==> src/rtl/dmem_pkg.sv <==
`default_nettype none
// ============================================================
// dmem_pkg : shared types and constants for the data-memory arbiter
// Revision : 1.0
// ============================================================
package dmem_pkg;

    localparam logic [3:0] BE_BYTE = 4'b0001;
    localparam logic [3:0] BE_HALF = 4'b0011;
    localparam logic [3:0] BE_WORD = 4'b1111;

    localparam int DMEM_BYTES = 512;

    typedef struct packed {
        logic        we;
        logic [3:0]  byte_en;
        logic [31:0] addr;
        logic [31:0] wdata;
    } mem_req_t;

endpackage : dmem_pkg
`default_nettype wire

==> src/rtl/arb_starve_cnt.sv <==
`default_nettype none
// ============================================================
// arb_starve_cnt : saturating denied-cycle counter for the debug port
// Revision       : 1.0
// ============================================================
module arb_starve_cnt #(
    parameter int STARVE_LIMIT = 8
) (
    input  logic clk,
    input  logic rst,
    input  logic inc,
    input  logic clr,
    output logic force_grant
);
    localparam int              CW    = $clog2(STARVE_LIMIT + 1);
    localparam logic [CW-1:0]   LIMIT = CW'(STARVE_LIMIT);

    logic [CW-1:0] r_cnt;

    always_ff @(posedge clk) begin
        if (rst) begin
            r_cnt <= '0;
        end else if (clr) begin
            r_cnt <= '0;
        end else if (inc && (r_cnt != LIMIT)) begin
            r_cnt <= r_cnt + 1'b1;
        end
    end

    assign force_grant = (r_cnt == LIMIT);

endmodule : arb_starve_cnt
`default_nettype wire

==> src/rtl/dmem_arbiter.sv <==
`default_nettype none
// ============================================================
// dmem_arbiter : CPU / debug-port arbiter for the shared data memory
// Revision     : 1.0
// ============================================================
module dmem_arbiter
    import dmem_pkg::*;
#(
    parameter int STARVE_LIMIT = 8
) (
    input  logic        clk,
    input  logic        rst,
    input  logic        cpu_req,
    input  logic        cpu_we,
    input  logic [3:0]  cpu_byte_en,
    input  logic [31:0] cpu_addr,
    input  logic [31:0] cpu_wdata,
    output logic [31:0] cpu_rdata,
    output logic        cpu_stall,
    input  logic        dbg_valid,
    input  logic        dbg_we,
    input  logic [3:0]  dbg_byte_en,
    input  logic [31:0] dbg_addr,
    input  logic [31:0] dbg_wdata,
    output logic        dbg_ready,
    output logic        dbg_rvalid,
    output logic [31:0] dbg_rdata,
    output logic        mem_read,
    output logic        mem_write,
    output logic [3:0]  mem_byte_en,
    output logic [31:0] mem_addr,
    output logic [31:0] mem_wdata,
    input  logic [31:0] mem_rdata
);
    logic     w_force;
    logic     w_grant_dbg;
    logic     w_grant_cpu;
    logic     w_dbg_rd_hs;
    mem_req_t w_cpu_req;
    mem_req_t w_dbg_req;
    mem_req_t w_sel;
    logic     r_dbg_rvalid;
    logic [31:0] r_dbg_rdata;

    assign w_cpu_req = '{we: cpu_we, byte_en: cpu_byte_en, addr: cpu_addr, wdata: cpu_wdata};
    assign w_dbg_req = '{we: dbg_we, byte_en: dbg_byte_en, addr: dbg_addr, wdata: dbg_wdata};

    // CPU has priority unless the debug port has waited STARVE_LIMIT cycles
    assign w_grant_dbg = ~rst & dbg_valid & (w_force | ~cpu_req);
    assign w_grant_cpu = ~rst & cpu_req & ~w_grant_dbg;
    assign w_dbg_rd_hs = w_grant_dbg & ~dbg_we;

    arb_starve_cnt #(
        .STARVE_LIMIT (STARVE_LIMIT)
    ) u_starve_cnt (
        .clk         (clk),
        .rst         (rst),
        .inc         (dbg_valid & ~w_grant_dbg),
        .clr         (w_grant_dbg | ~dbg_valid),
        .force_grant (w_force)
    );

    always_comb begin
        w_sel = '{we: 1'b0, byte_en: BE_WORD, addr: 32'd0, wdata: 32'd0};
        if (w_grant_dbg) begin
            w_sel = w_dbg_req;
        end else if (w_grant_cpu) begin
            w_sel = w_cpu_req;
        end
    end

    assign mem_read    = (w_grant_dbg | w_grant_cpu) & ~w_sel.we;
    assign mem_write   = (w_grant_dbg | w_grant_cpu) &  w_sel.we;
    assign mem_byte_en = w_sel.byte_en;
    assign mem_addr    = w_sel.addr;
    assign mem_wdata   = w_sel.wdata;

    assign cpu_stall = cpu_req & ~w_grant_cpu & ~rst;
    assign cpu_rdata = (w_grant_cpu & ~cpu_we) ? mem_rdata : 32'd0;
    assign dbg_ready = w_grant_dbg;

    // dbg_rdata only changes on a debug read; writes leave it untouched
    always_ff @(posedge clk) begin
        if (rst) begin
            r_dbg_rvalid <= 1'b0;
            r_dbg_rdata  <= 32'd0;
        end else begin
            r_dbg_rvalid <= w_dbg_rd_hs;
            if (w_dbg_rd_hs) begin
                r_dbg_rdata <= mem_rdata;
            end
        end
    end

    assign dbg_rvalid = r_dbg_rvalid;
    assign dbg_rdata  = r_dbg_rdata;

endmodule : dmem_arbiter
`default_nettype wire

==> config.mk <==
export PLATFORM = sky130hd
export DESIGN_NAME = dmem_arbiter
export DESIGN_NICKNAME = d
export VERILOG_FILES = /design/src/rtl/dmem_pkg.sv /design/src/rtl/arb_starve_cnt.sv /design/src/rtl/dmem_arbiter.sv
export SDC_FILE = /design/constraint.sdc
export NUM_CORES = 1
export LEC_CHECK = 0
export ABC_AREA = 1
export BUFFER_PORTS_ARGS = -buffer_cell sky130_fd_sc_hd__clkbuf_2
export CAP_MARGIN = 5
export CORE_AREA = 3 3 119 121
export CTS_BUF_LIST = sky130_fd_sc_hd__clkbuf_8 sky130_fd_sc_hd__clkbuf_16
export DETAILED_ROUTE_END_ITERATION = 6
export DIE_AREA = 0 0 122 124
export PLACE_DENSITY = 0.57
export SLEW_MARGIN = 20
export SYNTH_ARGS = -nofsm -noshare
export SYNTH_HDL_FRONTEND = slang
export SYNTH_SLANG_ARGS = --single-unit
==> constraint.sdc <==
create_clock -name clk -period 1.84 [get_ports clk]
set_input_delay 0.092 -clock clk [delete_from_list [all_inputs] [get_ports clk]]
set_output_delay 0.092 -clock clk [all_outputs]
set_load 0.005 [all_outputs]
==> flow_summary.toml <==
[outcome]
status = "finished clean"

[clock_network]
cts_root_buf = "clkbuf_16"
hold_buffers = 0
clock_path_buffers = 2
clock-sinks = 37
ctsHtreeMaxLevel = 2
numCtsBuffers = 5
clk_latency_ps = 280
cts_tree = "yes"
clk_pin_slew_ps = 50

[timing]
fin_ws_ps = 95.52
finalCriticalPeriod_ps = 1744
fin_skew_ps = 6.071
hold_viol_final = 0
max_freq_mhz = 573.2
timing.final.crit_share_pct = 94.81
tightest_slew_ps = 386.2
slew_headroom_pct = 74.25
drv_slew = 0
finalHoldWorstSlack_ps = 28.26
setup_viol = 0

[critical_path]
endpoint_kind = "primary output"
crit_family = "buffers and inverters"
critPathMaxStageDelay_ps = 340
worstPathArrival_ps = 1650
worstSetupPathType = "reg2out"
crit_slowest_cell = "dfxtp_2"
crit_chain = "inv_2 > ha_4 > nand3_4 > nand2_4 > nand2_8 > bufbuf_16 > nand3_1 > nand2_1 > clkbuf_2"
worstPathRequired_ps = 1750
critPathLaunchType = "register"
crit_buf_inv = 3
crit_fanout = 8

[power_and_ir_drop]
powerDensity_nw_per_um2 = 498.4
leakagePower_nw = 3.276
switching_share_pct = 28.59
combPwrFrac_pct = 30.1
seqPwrFrac_pct = 34.1
p_int_mw = 1.773
pwr-share-clk_pct = 35.8
ir_drop_mv = 0.3106
switchingPower_mw = 0.7097

[grt]
grtUsageTotal_pct = 16.15
antenna_found_initial = 1
grt-ovfl-total = 0
grt_max_degree = 65
grt_pass1_vias = 3796
grt_pass1_wl_mm = 19.31

[floorplanning]
start_util_pct = 21.68
fp.coreArea_sq_um = 13190
ios = 311
dieArea_sq_um = 15130
num_rows = 42
die_h_microns = 124
die_x_microns = 122

[finish]
diodes = 0
drive_above_1_share_pct = 42.01
fillCellCount = 1525
seq_area_sq_um = 743.2
fin_area_sq_um = 4981
nNetsFinal = 1020
area_growth_syn_to_layout_pct = 74.15
multi_input_area_sq_um = 1718

[placed_design]
post_dp_cell_area_sq_um = 4567
place_ws_ps = 44.36
portBuffers = 310
globalplace.congestion = 0.8655
dpl.hpwl_mm = 10.80

[synthesis]
synthCells = 542
synth-seq-cells = 37
yosys_warnings = 0
synth.distinct_cells = 24
synth_area_per_cell_sq_um = 5.277
synth_fp_nets = 718
seq_area_frac_synth_pct = 25.90
syn_area_sq_um = 2860

[route]
drc = 0
viasPerCell = 4.060
firstDrtPassIters = 4
via_count = 4145
wl_per_cell_microns = 12.78
wl_mm = 13.05
first_iter_violations = 171
postRouteAntennaNets = 0

[min_path]
hold_path_class = "in2reg"

[run]
drv_cap = 0
[power by group through the flow]
stage	registers (mW)	clock network [mW]	logic, mW
2_1_floorplan	0.866	0	0.285
3_3_place_gp	0.863	0	0.704
3_5_place_dp	0.864	0	0.704
4_1_cts	0.847	0.915	0.750
5_1_grt	0.851	0.958	0.843
6_report	0.848	0.888	0.747
[repair_timing]
| item | 4_1_cts | 5_1_grt |
|---|---|---|
| gates cloned | 3 | 0 |
| setup buffers | 4 | 1 |
| pin swaps | 4 | 2 |
| endpoints found under the setup margin | 95 | 92 |
| resized for setup | 16 | 15 |
[cell families after synthesis]
family	after synthesis	synth area share (%)
and+or+nand+nor	386	54.77
AOI/OAI and AO/OA	7	1.662
xor gates and xnor gates	1	0.3063
buffers and inverters	109	16.49
DFF	37	25.90
adders and majority gates	2	0.8748
[cells in the mapped netlist]
master       n  area (sq um)
nand2_2      1         6.260
dfxtp_1     37         740.7
nand2_1    200         750.7
inv_2        3         11.26
o211ai_1     1         7.510
nand3b_1     1         7.510
buf_2       14         70.07
inv_1       72         270.3
nor2_2       1         6.260
buf_6        2         22.52
nand3_1     67         335.3
nor3b_1      1         7.510
o2111ai_1    2         17.52
nand2_4      1         11.26
o21bai_1     1         7.510
buf_1        1         3.750
nor2_1     112         420.4
nor2_4       1         11.26
buf_4        8         60.06
xnor2_1      1         8.760
ha_1         2         25.02
nand3_2      1         10.01
clkbuf_1     9         33.78
a21oi_1      3         15.01
[placed cells by master (no fill, tap or decap), types with 2 or more instances in the layout]
| cell type | instances |
|---|---|
| dfxtp_1 | 35 |
| clkbuf_8 | 2 |
| nand3_1 | 66 |
| bufbuf_16 | 2 |
| nand2_1 | 198 |
| buf_12 | 6 |
| clkbuf_2 | 309 |
| buf_4 | 9 |
| a21oi_1 | 3 |
| nand2_8 | 2 |
| inv_2 | 4 |
| inv_1 | 70 |
| nor2_1 | 111 |
| nor2_4 | 2 |
| dfxtp_2 | 2 |
| o2111ai_1 | 2 |
| clkbuf_16 | 5 |
[layout make-up]
type	instances	share of cell area (%)
clock buffers	7	3.065
well taps	176	4.421
multi-input cells	396	34.49
repair buffers	329	37.20
flip-flops and latches	37	14.92
clock inverters	1	0.1005
inverters	75	5.803
[routing by layer]
layer | track usage (%) | part of all wire (%) | wire length [microns] | up-vias
met5 | 0 | 0.10 | 13 | -
met4 | 4.902 | 2.0 | 259 | 2
met3 | 6.812 | 12 | 1557 | 21
met2 | 27.66 | 47 | 6171 | 192
met1 | 18.34 | 39 | 5051 | 1714
li1 | - | - | - | 2216
[final timing paths]
path	from	endpoint	slack, ps	depth (start not counted)
max	u_starve_cnt.r_cnt[1]$_SDFFE_PP0P_	mem_wdata[4]	100	9
min	dbg_we	dbg_rvalid$_SDFF_PP0_	30	2
max reg2reg	u_starve_cnt.r_cnt[1]$_SDFFE_PP0P_	dbg_rdata[19]$_SDFFE_PP0P_	400	9
min reg2reg	u_starve_cnt.r_cnt[2]$_SDFFE_PP0P_	u_starve_cnt.r_cnt[2]$_SDFFE_PP0P_	510	2
[registers in the layout (all words and copies together) (netlist names)]
register and count:
dbg_rvalid 1, dbg_rdata 32, u_starve_cnt.r_cnt 4
[per-stage QoR]
stage	total power, mW	setup TNS, ps	instances	util [%]
floorplan	1.152	0	542	-
finish	2.483	0	1021	37.76
global placement	1.567	0	1005	34.62
detailed placement	1.568	0	1005	34.62
global route	2.652	-0.7701	1021	37.76
CTS	2.512	-1.673	1020	37.23
Power figures use the tool's default switching activity.
